## src/rtl/weight_loader.sv

```systemverilog
// Streams a two-layer network configuration into a shadow file and commits it atomically.
// Optional trailing checksum word is enabled by defining WEIGHT_LOADER_CHECKSUM_EN.
module weight_loader #(
    parameter int FP_WIDTH   = 8,
    parameter int FP_FRAC    = 5,
    parameter int NUM_INPUTS = 9,
    parameter int HL_NEURONS = 6,
    parameter int OL_NEURONS = 3
) (
    input  logic                                       CLK,
    input  logic                                       RST,
    input  logic                                       START_IN,
    input  logic                                       ABORT_IN,
    input  logic [FP_WIDTH-1:0]                        DATA_IN,
    input  logic                                       DATA_VALID_IN,
    output logic                                       DATA_READY_OUT,
    output logic [HL_NEURONS*NUM_INPUTS*FP_WIDTH-1:0]  HL_WEIGHTS_OUT,
    output logic [HL_NEURONS*FP_WIDTH-1:0]             HL_BIAS_OUT,
    output logic [OL_NEURONS*HL_NEURONS*FP_WIDTH-1:0]  OL_WEIGHTS_OUT,
    output logic [OL_NEURONS*FP_WIDTH-1:0]             OL_BIAS_OUT,
    output logic                                       CFG_VALID_OUT,
    output logic                                       DONE_OUT,
    output logic                                       ERROR_OUT,
    output logic                                       BUSY_OUT
);

    localparam int HLW_WORDS   = HL_NEURONS * NUM_INPUTS;
    localparam int HLB_WORDS   = HL_NEURONS;
    localparam int OLW_WORDS   = OL_NEURONS * HL_NEURONS;
    localparam int OLB_WORDS   = OL_NEURONS;
    localparam int TOTAL_WORDS = HLW_WORDS + HLB_WORDS + OLW_WORDS + OLB_WORDS;
    localparam int CNT_W       = $clog2(TOTAL_WORDS);
    localparam int BUS_W       = TOTAL_WORDS * FP_WIDTH;
    localparam logic [CNT_W-1:0] LAST_IDX = CNT_W'(TOTAL_WORDS - 1);

    // The fractional width is carried for downstream consumers only.
    generate
        if (FP_FRAC < 0 || FP_FRAC > FP_WIDTH) begin : g_frac_check
            $error("FP_FRAC must lie within 0..FP_WIDTH");
        end
    endgenerate

    typedef enum logic [1:0] {
        S_IDLE   = 2'd0,
        S_LOAD   = 2'd1,
        S_COMMIT = 2'd2
`ifdef WEIGHT_LOADER_CHECKSUM_EN
        ,
        S_CHECK  = 2'd3
`endif
    } state_t;

    state_t                r_state;
    state_t                w_state_nxt;
    logic [CNT_W-1:0]      r_cnt;
    logic [FP_WIDTH-1:0]   r_shadow [TOTAL_WORDS];
    logic [BUS_W-1:0]      r_cfg_bus;
    logic                  r_cfg_valid;
    logic                  r_done;
    logic                  r_error;
    logic                  w_accept;
    logic                  w_write;
    logic                  w_commit;
    logic                  w_fail;
`ifdef WEIGHT_LOADER_CHECKSUM_EN
    logic [FP_WIDTH-1:0]   r_sum;
`endif

`ifdef WEIGHT_LOADER_CHECKSUM_EN
    assign DATA_READY_OUT = (r_state == S_LOAD) || (r_state == S_CHECK);
`else
    assign DATA_READY_OUT = (r_state == S_LOAD);
`endif

    assign w_accept       = DATA_VALID_IN && DATA_READY_OUT;
    assign BUSY_OUT       = (r_state != S_IDLE);
    assign CFG_VALID_OUT  = r_cfg_valid;
    assign DONE_OUT       = r_done;
    assign ERROR_OUT      = r_error;

    // Committed buses are slices of one register so they update together.
    assign HL_WEIGHTS_OUT = r_cfg_bus[0 +: HLW_WORDS*FP_WIDTH];
    assign HL_BIAS_OUT    = r_cfg_bus[HLW_WORDS*FP_WIDTH +: HLB_WORDS*FP_WIDTH];
    assign OL_WEIGHTS_OUT = r_cfg_bus[(HLW_WORDS+HLB_WORDS)*FP_WIDTH +: OLW_WORDS*FP_WIDTH];
    assign OL_BIAS_OUT    = r_cfg_bus[(HLW_WORDS+HLB_WORDS+OLW_WORDS)*FP_WIDTH +: OLB_WORDS*FP_WIDTH];

    // Next state and per-cycle actions; abort beats a word in the same cycle.
    always_comb begin
        w_state_nxt = r_state;
        w_write     = 1'b0;
        w_commit    = 1'b0;
        w_fail      = 1'b0;
        unique case (r_state)
            S_IDLE: begin
                if (START_IN) begin
                    w_state_nxt = S_LOAD;
                end
            end
            S_LOAD: begin
                if (ABORT_IN) begin
                    w_state_nxt = S_IDLE;
                    w_fail      = 1'b1;
                end else if (w_accept) begin
                    w_write = 1'b1;
                    if (r_cnt == LAST_IDX) begin
`ifdef WEIGHT_LOADER_CHECKSUM_EN
                        w_state_nxt = S_CHECK;
`else
                        w_state_nxt = S_COMMIT;
`endif
                    end
                end
            end
`ifdef WEIGHT_LOADER_CHECKSUM_EN
            S_CHECK: begin
                if (ABORT_IN) begin
                    w_state_nxt = S_IDLE;
                    w_fail      = 1'b1;
                end else if (w_accept) begin
                    if (DATA_IN == r_sum) begin
                        w_state_nxt = S_COMMIT;
                    end else begin
                        w_state_nxt = S_IDLE;
                        w_fail      = 1'b1;
                    end
                end
            end
`endif
            S_COMMIT: begin
                w_commit    = 1'b1;
                w_state_nxt = S_IDLE;
            end
            default: begin
                w_state_nxt = S_IDLE;
            end
        endcase
    end

    // State register.
    always_ff @(posedge CLK or posedge RST) begin
        if (RST) begin
            r_state <= S_IDLE;
        end else begin
            r_state <= w_state_nxt;
        end
    end

    // Word counter restarts whenever the load is left for any reason.
    always_ff @(posedge CLK or posedge RST) begin
        if (RST) begin
            r_cnt <= '0;
        end else if (w_state_nxt != S_LOAD) begin
            r_cnt <= '0;
        end else if (w_write) begin
            r_cnt <= r_cnt + 1'b1;
        end
    end

    // Shadow file captures accepted words in stream order.
    always_ff @(posedge CLK or posedge RST) begin
        if (RST) begin
            for (int i = 0; i < TOTAL_WORDS; i++) begin
                r_shadow[i] <= '0;
            end
        end else if (w_write) begin
            r_shadow[r_cnt] <= DATA_IN;
        end
    end

    // Copy the whole shadow file to the output buses in one edge.
    always_ff @(posedge CLK or posedge RST) begin
        if (RST) begin
            r_cfg_bus <= '0;
        end else if (w_commit) begin
            for (int i = 0; i < TOTAL_WORDS; i++) begin
                r_cfg_bus[i*FP_WIDTH +: FP_WIDTH] <= r_shadow[i];
            end
        end
    end

    // Status pulses and the sticky configuration-valid flag.
    always_ff @(posedge CLK or posedge RST) begin
        if (RST) begin
            r_done      <= 1'b0;
            r_error     <= 1'b0;
            r_cfg_valid <= 1'b0;
        end else begin
            r_done  <= w_commit;
            r_error <= w_fail;
            if (w_commit) begin
                r_cfg_valid <= 1'b1;
            end
        end
    end

`ifdef WEIGHT_LOADER_CHECKSUM_EN
    // Unsigned running sum of data words, wrapping at the word width.
    always_ff @(posedge CLK or posedge RST) begin
        if (RST) begin
            r_sum <= '0;
        end else if (r_state == S_IDLE) begin
            r_sum <= '0;
        end else if (w_write) begin
            r_sum <= r_sum + DATA_IN;
        end
    end
`endif

endmodule

```

## config.mk

```make
export PLATFORM = sky130hd
export DESIGN_NAME = weight_loader
export DESIGN_NICKNAME = d
export VERILOG_FILES = /design/src/rtl/weight_loader.sv
export SDC_FILE = /design/constraint.sdc
export NUM_CORES = 2
export LEC_CHECK = 0
export ABC_AREA = 1
export CAP_MARGIN = 25
export CORE_MARGIN = 3
export CORE_UTILIZATION = 42
export DETAILED_ROUTE_END_ITERATION = 6
export DONT_BUFFER_PORTS = 1
export SLEW_MARGIN = 5
export SYNTH_ARGS = -nofsm -noshare
export SYNTH_HDL_FRONTEND = slang
export SYNTH_SLANG_ARGS = --single-unit
```

## constraint.sdc

```tcl
create_clock -name CLK -period 73.5 [get_ports CLK]
set_input_delay 11.025 -clock CLK [delete_from_list [all_inputs] [get_ports CLK]]
set_output_delay 11.025 -clock CLK [all_outputs]
set_load 0.01 [all_outputs]
```

== Word-level counts from Yosys, hierarchy flattened ==
Cells that the tools add are included.

* Bits in registers: 1308
* Word-level logic and storage cells: 116

* Add/sub/neg operators: 1
* Order comparisons: 2
* Equal/unequal tests: 4
* Multiplexer cells: 16
* Bitwise logic cells: 1
* Reductions and logical operators: 5

{| class="wikitable"
|+ Operator list
! kind !! count
|-
| 648-bit bitwise mux || 1
|-
| 8-bit demux with 7-bit select || 1
|-
| 7-bit 2-to-1 mux || 2
|-
| 8-bit greater-or-equal comparator, second input constant || 1
|-
| 8-bit by 1-bit less-than comparator with 1-bit output, second input constant || 1
|-
| 2-bit 2-to-1 mux || 4
|-
| 8-bit 2-to-1 mux || 1
|-
| 7-bit NOT with 8-bit output || 1
|-
| 7-bit by 1-bit adder with 7-bit output, second input constant || 1
|-
| 7-bit == test, second input constant || 1
|-
| 1-bit 2-to-1 mux || 6
|-
| 2-bit one-hot mux with 2 select lines || 1
|-
| 2-bit nonzero test || 2
|-
| 2-bit by 1-bit == test with 1-bit output, second input constant || 1
|-
| 2-bit == test, second input constant || 1
|-
| 1-bit logical AND || 2
|-
| 2-bit logical NOT || 1
|-
| 2-bit by 1-bit != test with 1-bit output, second input constant || 1
|}

== Longest topological paths before layout ==
* Word-level depth: 7
* Depth in mapped cells: 11

== Worst setup path before layout ==
No wires, ideal clock.

* Path type: in2reg
* Start point: input port DATA_VALID_IN
* End point: register r_shadow[408] (netlist name)
* Setup time: 130 ps
* Arrival time: 12190 ps
* Required time: 73370 ps
* Setup slack: 61180 ps
* Stages on the path: 9
* Path buffers: 2
* Cells stage by stage: nand3_2 nor2_4 inv_2 buf_6 nor2_8 nand2_4 buf_6 nand2_1 o21ai_2

* Cells in the longest elaborated chain, start to end: 4

{| class="wikitable"
|+ RTL lines
! item !! RTL line !! source
|-
| from (decl) || 15 || <nowiki>input logic DATA_VALID_IN,</nowiki>
|-
| 1-bit logical AND || 75 || <nowiki>assign w_accept = DATA_VALID_IN && DATA_READY_OUT;</nowiki>
|-
| 1-bit 2-to-1 mux || 103 || <nowiki>end else if (w_accept) begin</nowiki>
|-
| 1-bit 2-to-1 mux || 100 || <nowiki>if (ABORT_IN) begin</nowiki>
|-
| 1-bit 2-to-1 mux || 93 || <nowiki>unique case (r_state)</nowiki>
|-
| to (signal, indexed assignment) || 163 || <nowiki>r_shadow[i] <= '0;</nowiki>
|-
| to (signal, indexed assignment) || 166 || <nowiki>r_shadow[r_cnt] <= DATA_IN;</nowiki>
|-
| to (decl) || 56 || <nowiki>logic [FP_WIDTH-1:0] r_shadow [TOTAL_WORDS];</nowiki>
|}

Every way passes these cells.
A chain may end at the register's enable or synchronous reset.

==> results.cfg <==
[sta]
timing.slew.headroom = 0.173
fin_skew_ns = 0.0279
fmax_ghz = 0.0711
rsz0062_at_grt = no
tightest_slew_ns = 1.24
setup_ws_ns = 59.44
final_max_slew_viol_count = 0
setup_violations = 0
post-route-period-util = 0.191
post-route-min-period_ns = 14.06
tns_ns = 0
hold_violations = 0
whs_ns = 0.453

[finish]
final_core_util = 0.477
seqCellArea_mm2 = 0.0327
num-fill-cells = 10700
layout_common_cells = nand2_1, dfrtp_1, o21ai_0, o21ai_1, clkbuf_16
drive_gt1_frac = 0.0697
final_common_cell = nand2_1
multi_input_area_mm2 = 0.0139
diodes = 0
fin_nets = 4953
areaGrowthSynthToFinish_pct = 11.9

[grt]
grt_pass1_vias = 31800
antenna_found_initial = 3
overflow = 0
grt_pass1_wl_um = 210000
grt_util_all_layers = 0.231
grt_max_degree = 234

[setup_path]
startpoint_type = primary input
required_ns = 74.38
path_max_fanout = 151
path_class = in2async
cp_data_arrival_time_ns = 14.94
worst_setup_path_end_kind = async pin

[cts]
insertion_delay_ns = 0.73
cts_setup_buffers = 0
cts_buffers = 137
post_cts_resized = 0
cts_hold_buf = 0
clock_sinks = 1308
cts_buffer_depth = 3
cts_tree = yes
clockRootBuffer = clkbuf_16
htreeDepth = 4
clk_pin_slew_worst_paths_ns = 0.06

[floorplanning]
die_x_um = 345
start_util = 0.426
core_mm2 = 0.113
fp.dieH_um = 345
dieArea_mm2 = 0.119
io_pins = 666
rows = 123

[place]
dp_slack_ns = 58.16
port_buffers = 0
gp_congestion = 0.780
hpwl_um = 84500

[yosys]
netlist_area_mm2 = 0.0483
synth_area_per_cell_um2 = 9.58
synthCells = 5042
ys_types = 27
ys_ff_latch = 1308
ys_seq_area_frac = 0.678
syn-num-nets = 5057
synth_warnings = 0

[routing]
drt-initial-drc-count = 2877
drc = 0
via_count = 33100
wl_um = 139000
wire_per_inst_um = 21.2
antenna_left = 0
drt_first_pass_iters = 5
viasPerCell = 5.06

[pwr]
pwr_density_cell_mw_per_mm2 = 26.9
vdd_drop_max_uv = 19.6
leakagePower_nw = 28.2
power_mw = 1.45

[status]
status = finished, final reports clean

[flow_run]
drv_cap = 0

[worst_hold_path]
worstHoldPathType = reg2reg
[metal layers]
layer	part of all wire	up-vias	wire length, um	GRT usage
li1	-	15600	-	-
met1	0.41	16300	56700	0.294
met2	0.47	973	65100	0.367
met3	0.090	220	12600	0.0832
met4	0.033	0	4580	0.0783
met5	0	-	0	0
[final cells by class]
class / count / share of cell area
sequential: 1308 / 0.606
timing repair buffer: 46 / 0.0103
clock inverter: 39 / 0.00864
clock buffer: 201 / 0.0751
tap: 1500 / 0.0347
inverter: 101 / 0.00750
multi-input combinational: 3344 / 0.258
[stage by stage]
stage / std cells / area, um2
2_1_floorplan: 5042 / 48300
3_3_place_gp: 6289 / 49300
3_5_place_dp: 6292 / 49300
4_1_cts: 6532 / 53800
5_1_grt: 6539 / 54000
6_report: 6539 / 54000
[cell families (layout without fill, tap and decap cells)]
kind of cell,Yosys count,after routing,share of synthesized area
flops,1308,1308,0.678
fa+ha+maj,2,2,0.000518
buf+inv,390,387,0.0340
xor+xnor,3,3,0.000544
simple gates,2625,2625,0.211
compound gates,714,714,0.0765
[where the power goes]
part	total, mW	internal (mW)	switching (mW)
Clock	0.695	0.411	0.285
Combinational	0.0313	0.00364	0.0276
Sequential	0.726	0.724	0.00207
[final timing paths]
path / endpoint / cells past startpoint / start / slack, ns
worst max-delay path: r_cfg_bus[505]$_DFFE_PP0P_ / 6 / RST / 59.44
max in group CLK: r_shadow[631]$_DFFE_PP0P_ / 8 / DATA_VALID_IN / 60.49
worst max register to register: r_cfg_bus[144]$_DFFE_PP0P_ / 9 / r_state[1]$_DFF_PP0_ / 69.63
worst min-delay path: r_cfg_bus[27]$_DFFE_PP0P_ / 2 / r_shadow[619]$_DFFE_PP0P_ / 0.45
min in group asynchronous: r_cfg_bus[626]$_DFFE_PP0P_ / 1 / RST / 10.33
worst min register to register: r_cfg_bus[27]$_DFFE_PP0P_ / 2 / r_shadow[619]$_DFFE_PP0P_ / 0.45
[synthesized netlist by cell type (all sizes together)]
cell | count | area (um2)
nand3 | 10 | 55.1
o21ai | 713 | 3690
inv | 93 | 349
nor3 | 9 | 45.0
clkinv | 8 | 30.0
nand4 | 15 | 106
buf | 38 | 320
nor2 | 33 | 191
ha | 2 | 25.0
or2 | 1 | 6.26
dfrtp | 1308 | 32700
xor2 | 3 | 26.3
clkbuf | 251 | 942
nand2 | 2557 | 9770
a21oi | 1 | 5.00
[flip-flops by register name, summed over array words and instances (netlist names)]
register and cells:
DONE_OUT 1, ERROR_OUT 1, r_shadow 648, CFG_VALID_OUT 1
r_state 2, r_cfg_bus 648, r_cnt 7
[critical path, cell delays in order]
cell    delay [ns]
inv_8         0.57
buf_12        0.69
buf_4         0.75
buf_4         0.82
buf_4         0.45
buf_16        0.33
Note: power is estimated with default switching activity, not from simulation.
